[src/rtl/muldiv_unit.sv]
// ============================================================================
// Module   : muldiv_unit
// Brief    : Iterative RV32M multiply/divide unit (shift-add / restoring).
//            Optional zero/div-by-zero/overflow bypass: MULDIV_FASTPATH_EN.
// Revision : 1.0
// ============================================================================
`default_nettype none

module muldiv_unit #(
  parameter int WIDTH = 32
) (
  input  logic             clk_i,
  input  logic             rst_i,
  input  logic             start_i,
  input  logic [2:0]       op_i,
  input  logic [WIDTH-1:0] src1_i,
  input  logic [WIDTH-1:0] src2_i,
  input  logic             kill_i,
  output logic             busy_o,
  output logic             done_o,
  output logic [WIDTH-1:0] result_o
);

  localparam int CW = $clog2(WIDTH) + 1;
  localparam logic [WIDTH-1:0] MIN_NEG = {1'b1, {(WIDTH-1){1'b0}}};

  typedef enum logic [1:0] {
    S_IDLE = 2'd0,
    S_CALC = 2'd1,
    S_DONE = 2'd2
  } state_t;

  state_t r_state, w_next;

  logic [2*WIDTH-1:0] r_acc;
  logic [WIDTH-1:0]   r_b;
  logic [WIDTH-1:0]   r_src1;
  logic [WIDTH-1:0]   r_result;
  logic [CW-1:0]      r_cnt;
  logic [2:0]         r_op;
  logic               r_sign_q, r_sign_r, r_div_zero, r_div_ovf;

  // Operand decode at acceptance
  logic             w_accept, w_fast, w_last;
  logic             w_a_signed, w_b_signed, w_a_neg, w_b_neg;
  logic [WIDTH-1:0] w_a_mag, w_b_mag;
  logic             w_div_zero, w_div_ovf;

  assign w_accept   = start_i && (r_state != S_CALC);
  assign w_a_signed = ~op_i[2] ? (op_i[1:0] != 2'b11) : ~op_i[0];
  assign w_b_signed = ~op_i[2] ? ~op_i[1] : ~op_i[0];
  assign w_a_neg    = w_a_signed & src1_i[WIDTH-1];
  assign w_b_neg    = w_b_signed & src2_i[WIDTH-1];
  assign w_a_mag    = w_a_neg ? (~src1_i + 1'b1) : src1_i;
  assign w_b_mag    = w_b_neg ? (~src2_i + 1'b1) : src2_i;
  assign w_div_zero = op_i[2] & (src2_i == '0);
  assign w_div_ovf  = op_i[2] & ~op_i[0] & (src1_i == MIN_NEG) & (src2_i == '1);
  assign w_last     = (r_cnt == CW'(WIDTH));

`ifdef MULDIV_FASTPATH_EN
  logic [WIDTH-1:0] w_fast_res;
  assign w_fast = w_div_zero | w_div_ovf |
                  (~op_i[2] & ((src1_i == '0) | (src2_i == '0)));
  always_comb begin
    w_fast_res = '0;
    if (w_div_zero)
      w_fast_res = op_i[1] ? src1_i : '1;
    else if (w_div_ovf)
      w_fast_res = op_i[1] ? '0 : MIN_NEG;
  end
`else
  assign w_fast = 1'b0;
`endif

  // One iteration of the shared datapath; low half holds multiplier/dividend
  logic [WIDTH:0]     w_sum, w_diff;
  logic [2*WIDTH:0]   w_shifted;
  logic [2*WIDTH-1:0] w_step;

  assign w_sum     = {1'b0, r_acc[2*WIDTH-1:WIDTH]} + (r_acc[0] ? {1'b0, r_b} : '0);
  assign w_shifted = {r_acc, 1'b0};
  assign w_diff    = w_shifted[2*WIDTH:WIDTH] - {1'b0, r_b};
  assign w_step    = ~r_op[2] ? {w_sum, r_acc[WIDTH-1:1]}
                   : (w_diff[WIDTH] ? w_shifted[2*WIDTH-1:0]
                                    : {w_diff[WIDTH-1:0], w_shifted[WIDTH-1:1], 1'b1});

  logic [2*WIDTH-1:0] w_prod_s;
  logic [WIDTH-1:0]   w_quot, w_rem, w_final;

  assign w_prod_s = r_sign_q ? (~r_acc + 1'b1) : r_acc;
  assign w_quot   = r_acc[WIDTH-1:0];
  assign w_rem    = r_acc[2*WIDTH-1:WIDTH];

  always_comb begin
    w_final = '0;
    if (~r_op[2])
      w_final = (r_op[1:0] == 2'b00) ? w_prod_s[WIDTH-1:0] : w_prod_s[2*WIDTH-1:WIDTH];
    else if (~r_op[1])
      w_final = r_div_zero ? '1 : r_div_ovf ? MIN_NEG :
                (r_sign_q ? (~w_quot + 1'b1) : w_quot);
    else
      w_final = r_div_zero ? r_src1 : r_div_ovf ? '0 :
                (r_sign_r ? (~w_rem + 1'b1) : w_rem);
  end

  always_ff @(posedge clk_i) begin
    if (rst_i) r_state <= S_IDLE;
    else       r_state <= w_next;
  end

  always_comb begin
    w_next = r_state;
    case (r_state)
      S_IDLE, S_DONE: begin
        if (w_accept)               w_next = w_fast ? S_DONE : S_CALC;
        else if (r_state == S_DONE) w_next = S_IDLE;
      end
      S_CALC: begin
        if (kill_i)      w_next = S_IDLE;
        else if (w_last) w_next = S_DONE;
      end
      default: w_next = S_IDLE;
    endcase
  end

  always_ff @(posedge clk_i) begin
    if (rst_i) begin
      r_acc      <= '0;
      r_b        <= '0;
      r_src1     <= '0;
      r_result   <= '0;
      r_cnt      <= '0;
      r_op       <= '0;
      r_sign_q   <= 1'b0;
      r_sign_r   <= 1'b0;
      r_div_zero <= 1'b0;
      r_div_ovf  <= 1'b0;
    end else if (w_accept) begin
      r_acc      <= {{WIDTH{1'b0}}, w_a_mag};
      r_b        <= w_b_mag;
      r_src1     <= src1_i;
      r_cnt      <= '0;
      r_op       <= op_i;
      r_sign_q   <= w_a_neg ^ w_b_neg;
      r_sign_r   <= w_a_neg;
      r_div_zero <= w_div_zero;
      r_div_ovf  <= w_div_ovf;
`ifdef MULDIV_FASTPATH_EN
      if (w_fast) r_result <= w_fast_res;
`endif
    end else if (r_state == S_CALC && !kill_i) begin
      // The cycle after the last iteration applies sign fix-up and special cases
      if (!w_last) begin
        r_acc <= w_step;
        r_cnt <= r_cnt + 1'b1;
      end else begin
        r_result <= w_final;
      end
    end
  end

  assign busy_o   = (r_state == S_CALC);
  assign done_o   = (r_state == S_DONE);
  assign result_o = r_result;

endmodule

`default_nettype wire

[config.mk]
export PLATFORM = sky130hd
export DESIGN_NAME = muldiv_unit
export DESIGN_NICKNAME = d
export VERILOG_FILES = /design/src/rtl/muldiv_unit.sv
export SDC_FILE = /design/constraint.sdc
export NUM_CORES = 1
export LEC_CHECK = 0
export CAP_MARGIN = 20
export CORE_MARGIN = 5
export CORE_UTILIZATION = 27
export CTS_CLUSTER_DIAMETER = 50
export CTS_CLUSTER_SIZE = 16
export DETAILED_ROUTE_END_ITERATION = 12
export DONT_BUFFER_PORTS = 1
export RECOVER_POWER = 25
export SKIP_LAST_GASP = 1
export SLEW_MARGIN = 20
export SYNTH_ARGS = -nofsm -noshare
export SYNTH_HDL_FRONTEND = slang
export SYNTH_SLANG_ARGS = --single-unit
[constraint.sdc]
create_clock -name clk_i -period 4.52 [get_ports clk_i]
set_clock_uncertainty 0.15 [all_clocks]
set_input_delay 0.452 -clock clk_i [delete_from_list [all_inputs] [get_ports clk_i]]
set_output_delay 0.452 -clock clk_i [all_outputs]
set_load 0.02 [all_outputs]
# [After elaboration in Yosys (flattened, before gate mapping)]
# Cells that the tools add are included.
[totals] out_inout_bits=34 reg_bits=175 in_bits=71 word_cells=84
[op_classes] bitwise_logic=16 n_reduce_logical=13 mux=25 eq_ne=10 n_addsub=8
[ops] operator="$mux 32" n=15
[ops] operator="$mux 64" n=3
[ops] operator="$add 32x1->32 const B" n=4
[ops] operator="$not 32->32" n=4
[ops] operator="$add 64x1->64 const B" n=1
[ops] operator="$eq 32x32->1 const B" n=2
[ops] operator="$not 64->64" n=1
[ops] operator="$add 32x32->33" n=1
[ops] operator="$sub 33x32->33" n=1
[ops] operator="$logic_not 32->1" n=1
[ops] operator="$mux 2" n=4
[ops] operator="$add 6x1->6 const B" n=1
[ops] operator="$and 1x1->1" n=6
[ops] operator="$eq 6x6->1 const B" n=1
[ops] operator="$reduce_and 2->1" n=3
[ops] operator="$logic_not 2->1" n=2
[ops] operator="$ne 2x2->1 const B" n=2
[ops] operator="$not 1->1" n=4
[ops] operator="$pmux 2 s2" n=1
[ops] operator="$reduce_or 2->1" n=2
[ops] operator="$ne 3x2->1 const B" n=1
[ops] operator="$ne 3x3->1 const B" n=1
[ops] operator="$reduce_and 3->1" n=1
[ops] operator="$eq 2x1->1 const B" n=1
[ops] operator="7 further kinds" n=9

# [Longest topological paths before layout]
# Gate-level depths: netlist of the first run.
[depth] word_depth=7 mapped_depth=15 depth_no_buf=13

# [Least setup slack after synthesis of the first run]
# No wires, ideal clock.
[synth_path] path_kind="flip-flop to flip-flop" start="register r_acc[31]" end="register r_acc[33]" t_arrival_ns=3.796 path_buffers=2 t_required_ns=4.253 setup_time_ns=0.117 path_stages_with_launch=15 slack_ns=0.456 synth_period_minus_slack_ns=4.064 cell_sequence="dfxtp_1 > inv_1 > ha_1 > fa_1 > nand2b_1 > a21oi_1 > o211ai_1 > a211oi_1 > o211ai_1 > and2_1 > a211oi_1 > clkbuf_1 > clkbuf_1 > o211ai_1 > a32o_1"
[synth_between] elab_chain_cells=3
[synth_lines] element="start, declared" line_no="35" rtl="logic [2*WIDTH-1:0] r_acc;"
[synth_lines] element="start signal, assigned" line_no="139" rtl="r_acc <= {{WIDTH{1'b0}}, w_a_mag};"
[synth_lines] element="start signal, assigned" line_no="154" rtl="r_acc <= w_step;"
[synth_lines] element="$sub 33x32->33" line_no="82" rtl="assign w_diff = w_shifted[2*WIDTH:WIDTH] - {1'b0, r_b};"
[synth_lines] element="$mux 64" line_no="84" rtl=": (w_diff[WIDTH] ? w_shifted[2*WIDTH-1:0]"
[synth_lines] element="$mux 64" line_no="83" rtl="assign w_step = ~r_op[2] ? {w_sum, r_acc[WIDTH-1:1]}"
# No other way between the ends.
# A chain may end at the register's enable or synchronous reset.

# [Worst setup path after layout of the first run]
[layout_path] start="register r_acc[32]" end="register r_acc[56]"
[layout_between] elab_chain_cells=3 word_cells_on_any_way=4 classes_between="add/sub (2); mux (2)"
[layout_lines] element="$sub 33x32->33" line_no="82"
[layout_lines] element="$mux 64" line_no="84"
[layout_lines] element="$mux 64 (*)" line_no="83"
# Mark *: on every way between the ends. The rest lies on a longest branch, timed or not.

==> results of run 1 <==
[sequential cells by signal (all words and copies together) (netlist names)]
signal      flops
r_op            3
r_state         2
r_div_ovf       1
r_b            32
r_acc          64
result_o       32
r_cnt           6
r_src1         32
r_sign_q        1
r_div_zero      1
r_sign_r        1
[logic make-up after synthesis]
family | after synthesis | share of synthesized area, %
DFF | 175 | 23.4
AOI/OAI and AO/OA | 669 | 29.1
buffers and inverters | 214 | 5.49
adders and majority gates | 73 | 6.19
muxes | 54 | 3.66
and+or+nand+nor | 696 | 21.1
xor gates and xnor gates | 191 | 11.2
[power breakdown]
part	switching, uW	internal, uW
Combinational	771	483
Clock	742	794
Sequential	129	1620
Total	1640	2900
[what timing repair did]
| item | in CTS | in global routing |
|---|---|---|
| buffers inserted | 0 | 0 |
| hold buffers | 40 | 0 |
| gates resized for setup | 0 | 0 |
| endpoints found under the hold margin | 109 | 0 |
[synthesized netlist by cell type, types with 15 or more instances]
| library cell | number | area share, % |
|---|---|---|
| a211oi_1 | 97 | 4.9 |
| a21o_1 | 30 | 1.5 |
| a21oi_1 | 175 | 5.8 |
| a221oi_1 | 15 | 0.88 |
| a32o_1 | 16 | 1.1 |
| clkbuf_1 | 138 | 3.5 |
| dfxtp_1 | 175 | 23 |
| ha_1 | 71 | 5.9 |
| inv_1 | 63 | 1.6 |
| mux2i_1 | 48 | 3.2 |
| nand2_1 | 255 | 6.4 |
| nand2b_1 | 27 | 1.1 |
| nand3_1 | 27 | 0.90 |
| nand4_1 | 16 | 0.67 |
| nor2_1 | 216 | 5.4 |
| nor3_1 | 37 | 1.2 |
| nor4_1 | 15 | 0.63 |
| o211ai_1 | 28 | 1.4 |
| o21ai_0 | 151 | 5.0 |
| o31ai_1 | 30 | 1.5 |
| o41ai_1 | 18 | 1.1 |
| or3_1 | 28 | 1.2 |
| or4_1 | 15 | 0.75 |
| xnor2_1 | 80 | 4.7 |
| xor2_1 | 111 | 6.5 |
[area by class of cell]
cell class	instances	area (um2)	area share (%)
multi-input combinational	1683	10700	64.0
sequential	175	3510	21.0
tap	748	936	5.60
timing repair buffer	85	749	4.48
clock buffer	18	439	2.63
inverter	63	236	1.41
clock inverter	14	150	0.898
antenna	1	2.50	0.0150
[per-stage QoR]
stage,hold slack (ps),setup WS [ps],util (%)
finish,20.0,491,30.4
global route,21.8,156,30.3
CTS,1.51,514,30.4
detailed placement,299,551,28.5
global placement,292,563,28.5
floorplan,282,456,-
[worst register-to-register path: stages, from the launching register on]
cell and delay [ps]:
dfxtp_1 470, inv_1 190, fa_1 480, nand2b_1 180, a21oi_1 230, o211ai_1 170
a211oi_1 400, o211ai_1 180, and2_1 230, a211oi_4 220, buf_4 370, mux2_2 400
mux2i_1 130, a21oi_1 80
[path summary, 6_finish.rpt]
| check | to | cells past startpoint | from |
|---|---|---|---|
| setup reg to reg | r_acc[56] | 13 | r_acc[32] |
| hold / removal | r_b[2] | 2 | src2_i[2] |
| setup / recovery | r_acc[56] | 13 | r_acc[32] |
| hold reg to reg | r_src1[28] | 2 | r_src1[28] |
[layout by cell type, fill, tap and decap left out, types with 35 or more instances in the layout]
| master | instances |
|---|---|
| nor2_1 | 214 |
| nor3_1 | 35 |
| xor2_1 | 111 |
| mux2i_1 | 48 |
| ha_1 | 71 |
| inv_1 | 63 |
| dfxtp_1 | 173 |
| xnor2_1 | 80 |
| dlygate4sd3_1 | 39 |
| nand2_1 | 253 |
| o21ai_0 | 151 |
| buf_4 | 43 |
| a211oi_1 | 96 |
| a21oi_1 | 175 |
[layer usage]
metal | global-route usage (%) | vias to the layer above
met2 | 28.5 | 610
met4 | 7.60 | 0
met3 | 4.63 | 129
li1 | - | 7386
met5 | 0 | -
met1 | 24.2 | 7300
==> impl_metrics.tcl, run 1 <==
set metrics [dict create \
    finalNonFillerCells 2787 \
    synth_seq_cells 175 \
    rsz0062_at_grt "no" \
    clock_sinks 175 \
    dp_hpwl_mm 42.5 \
    ant_nets 0 \
    area_growth_pct 11.6 \
    design_area_um2 16700 \
    synth-edff-count 0 \
    fin_crit_sh_pct 89.1 \
    hold_viol_final 0 \
    max-vdd-ir-drop_mv 0.312 \
    failed_checks "max-capacitance violations, max-slew violations" \
    cts_tree "yes" \
    gp_congestion 0.939 \
    synth_area_per_cell_um2 7.23 \
    synth_fp_nets 2216 \
    drive_gt1_share_pct 5.64 \
    die_w_um 246 \
    wl_per_cell_um 20.7 \
    status "finished, violations left" \
    syn_inst 2072 \
    final_nets 2169 \
    power.leakage_uw 0.00638 \
    drc_errors 0 \
    grt_pass1_vias 14500 \
    clockBufferDepth 2 \
    ios 105 \
    crit_chain "inv_1 > fa_1 > nand2b_1 > a21oi_1 > o211ai_1 > a211oi_1 > o211ai_1 > and2_1 > a211oi_4 > buf_4 > mux2_2 > mux2i_1 > a21oi_1" \
    num_vias 15400 \
    coreArea_um2 55100 \
    numPortBuffers 0 \
    end_kind "register" \
    arrival_ps 4190 \
    drt_wl_total_mm 57.6 \
    async_reset_ff_share_pct 0 \
    initial_utilization_pct 27.2 \
    cap_violations 1 \
    ys_seq_area_share_pct 23.4 \
    yosysWarningCount 0 \
    grt_pass1_wl_mm 87.6 \
    critical_path.max_stage_delay_ps 480 \
    worstHoldPathType "input pin to register" \
    cts_max_level 4 \
    period_needed_ps 4030 \
    start_kind "register" \
    cp_top_family "compound AO/OA/AOI/OAI gates" \
    die_height_um 246 \
    vias_per_cell 5.53 \
    critPathSlowestCell "fa_1" \
    required_ps 4690 \
    max_slew_margin_pct -54.2 \
    synth_area_um2 15000 \
    worstSetupPathType "register to register" \
    tns_ps 0 \
    cts_buffers 17 \
    wl_met3_mm 4.75 \
    worst_pin_slew_ps 2310 \
    reg2reg_slack_ps 490 \
    synth_top_flop_cell "dfxtp_1" \
    crit_buf_inv 2 \
    clkLatencyLatePin_ps 460 \
    gr-usage-all-layers_pct 18.3 \
    report.final.slew_viol_count 46 \
    top_layer "met4" \
    clk_pin_slew_ps 70 \
    fillers 6015 \
    design.die.area_um2 60300 \
    p_total_uw 4540 \
    setup_violations 0 \
    root_buffer "clkbuf_16" \
    placed_cell_area_um2 15700 \
    dr.pass1.iters 8 \
    placed_cells 2714 \
    wl_met2_mm 25.3 \
    grt.overflow.total 0 \
    antenna_found_initial 0 \
    path_max_fanout 29 \
    fmaxAchievable_ghz 0.248 \
    powerDensity_nw_per_um2 271 \
    post_synth_num_cell_types 68 \
    drt_iter0_drc 1629 \
    rows 86 \
    grt_max_degree 110 \
    wirelength_met1_mm 25.1 \
]
Note: power is estimated with default switching activity, not from simulation.
==> run 2, diff against run 1 <==
- BUFFER_PORTS_ARGS: unset -> -buffer_cell sky130_fd_sc_hd__buf_2
- DONT_BUFFER_PORTS: 1 -> unset
==> run 2 against run 1 <==
The flow still finishes with violations (max-capacitance violations, max-slew violations). Largest cell class unchanged. Sequential share of layout area shrank 0.093 points. Critical path depth is the same. Power grew 1.3%. Highest routed layer unchanged. Worst hold slack gained 85 ps. Final cell count grew 2.3%.
==> impl_metrics.tcl, run 2 (synthesis gave the netlist of run 1 again) <==
set metrics [dict create \
    min-delay-start "op_i[1]" \
    fin_crit_sh_pct 89.5 \
    max-vdd-ir-drop_mv 0.299 \
    cap_violations 1 \
    initial_utilization_pct 27.2 \
    die_w_um 246 \
    end_kind "register" \
    clk_pin_slew_ps 80 \
    reg2reg_from "r_acc[32]" \
    hold_end "r_op[1]" \
    cts_buffers 17 \
    vias_per_cell 5.51 \
    drt_iter0_drc 1795 \
    grt.overflow.total 0 \
    root_buffer "clkbuf_16" \
    powerDensity_nw_per_um2 274 \
    rows 86 \
    dr.pass1.iters 6 \
    worstSetupPathType "register to register" \
    path_max_fanout 15 \
    area_growth_pct 12.1 \
    setup_violations 0 \
    failed_checks "max-capacitance violations, max-slew violations" \
    placed_cell_area_um2 16200 \
    drt_wl_total_mm 57.3 \
    design_area_um2 16800 \
    cts_tree "yes" \
    drc_errors 0 \
    worstHoldPathType "input pin to register" \
    final_nets 2233 \
    post_cts_buffers 0 \
    final_cell_mix "nand2_1, nor2_1, a21oi_1" \
    power.leakage_uw 0.00653 \
    start_kind "register" \
    r2r-end "r_acc[50]" \
    drive_gt1_share_pct 8.80 \
    grt_pass1_vias 14500 \
    die_height_um 246 \
    fin_hold_ws_ps 105 \
    numPortBuffers 104 \
    tns_ps 0 \
    period_needed_ps 4040 \
    dp_hpwl_mm 43.3 \
    rsz0062_at_grt "no" \
    whs_path_depth 3 \
    final_common_cell "nand2_1" \
    finalNonFillerCells 2851 \
    ant_nets 0 \
    largest_register "r_acc" \
    ios 105 \
    hold_viol_final 0 \
    required_ps 4710 \
    gr-usage-all-layers_pct 18.2 \
    worst_pin_slew_ps 2380 \
    antenna_found_initial 0 \
    arrival_ps 4230 \
    wl_per_cell_um 20.1 \
    status "finished, violations left" \
    coreArea_um2 55100 \
    largest_register_ffs 64 \
    reg2reg_slack_ps 480 \
    clock_sinks 175 \
    p_total_uw 4600 \
    placed_cells 2818 \
    cts-resized-gates 0 \
    cts_hold_buffers 0 \
    clkLatencyLatePin_ps 460 \
    num_vias 15700 \
    gp_congestion 0.970 \
    fmaxAchievable_ghz 0.247 \
    cts_max_level 4 \
    max_slew_margin_pct -58.5 \
    grt_pass1_wl_mm 87.1 \
    report.final.slew_viol_count 46 \
    r2r_cells 13 \
    grt_max_degree 67 \
    design.die.area_um2 60300 \
    clockBufferDepth 2 \
]
-- run 2: layout make-up --
cell class	instances	area, um2
diodes	1	2.50
clock buffers	17	425
clock inverters	15	170
fillers	6031	38300
inverters	63	236
multi-input cells	1683	10700
flip-flops and latches	175	3510
well taps	748	936
repair buffers	149	827
-- run 2: metal layers --
| metal | track usage [%] | part of all wire, % |
|---|---|---|
| met5 | 0 | 0 |
| met4 | 7.73 | 4.2 |
| met3 | 3.22 | 7.1 |
| met2 | 28.4 | 44 |
| met1 | 24.6 | 44 |
-- run 2: worst max-delay path, stage by stage (launching register included) --
cell and delay, ps:
dfxtp_1 480, inv_1 200, fa_1 490, nand2b_1 180, a21oi_1 240, o211ai_1 170
a211oi_1 430, o211ai_1 180, and2_1 230, a211oi_4 290, buf_4 280, mux2_2 360
a21oi_1 160, a21oi_1 80
-- run 2: power by group --
group / total, uW / internal, uW / switching [uW]
sequential: 1760 / 1620 / 138
combinational: 1290 / 483 / 804
clock: 1550 / 789 / 763
-- run 2: worst max path at each step --
stage | startpoint | end | cells after the start
floorplan | r_acc[31] | r_acc[33] | 14
global placement | r_acc[3] | result_o[31] | 11
detailed placement | r_acc[32] | r_acc[50] | 13
CTS | r_acc[31] | r_acc[50] | 14
global route | r_state[1] | r_acc[60] | 5
finish | r_acc[32] | r_acc[50] | 13
-- run 2: through the flow --
stage / worst slack, ps / utilization (%)
2_1_floorplan: 456 / -
3_3_place_gp: 584 / 29.5
3_5_place_dp: 507 / 29.5
4_1_cts: 484 / 30.6
5_1_grt: 217 / 30.5
6_report: 476 / 30.5
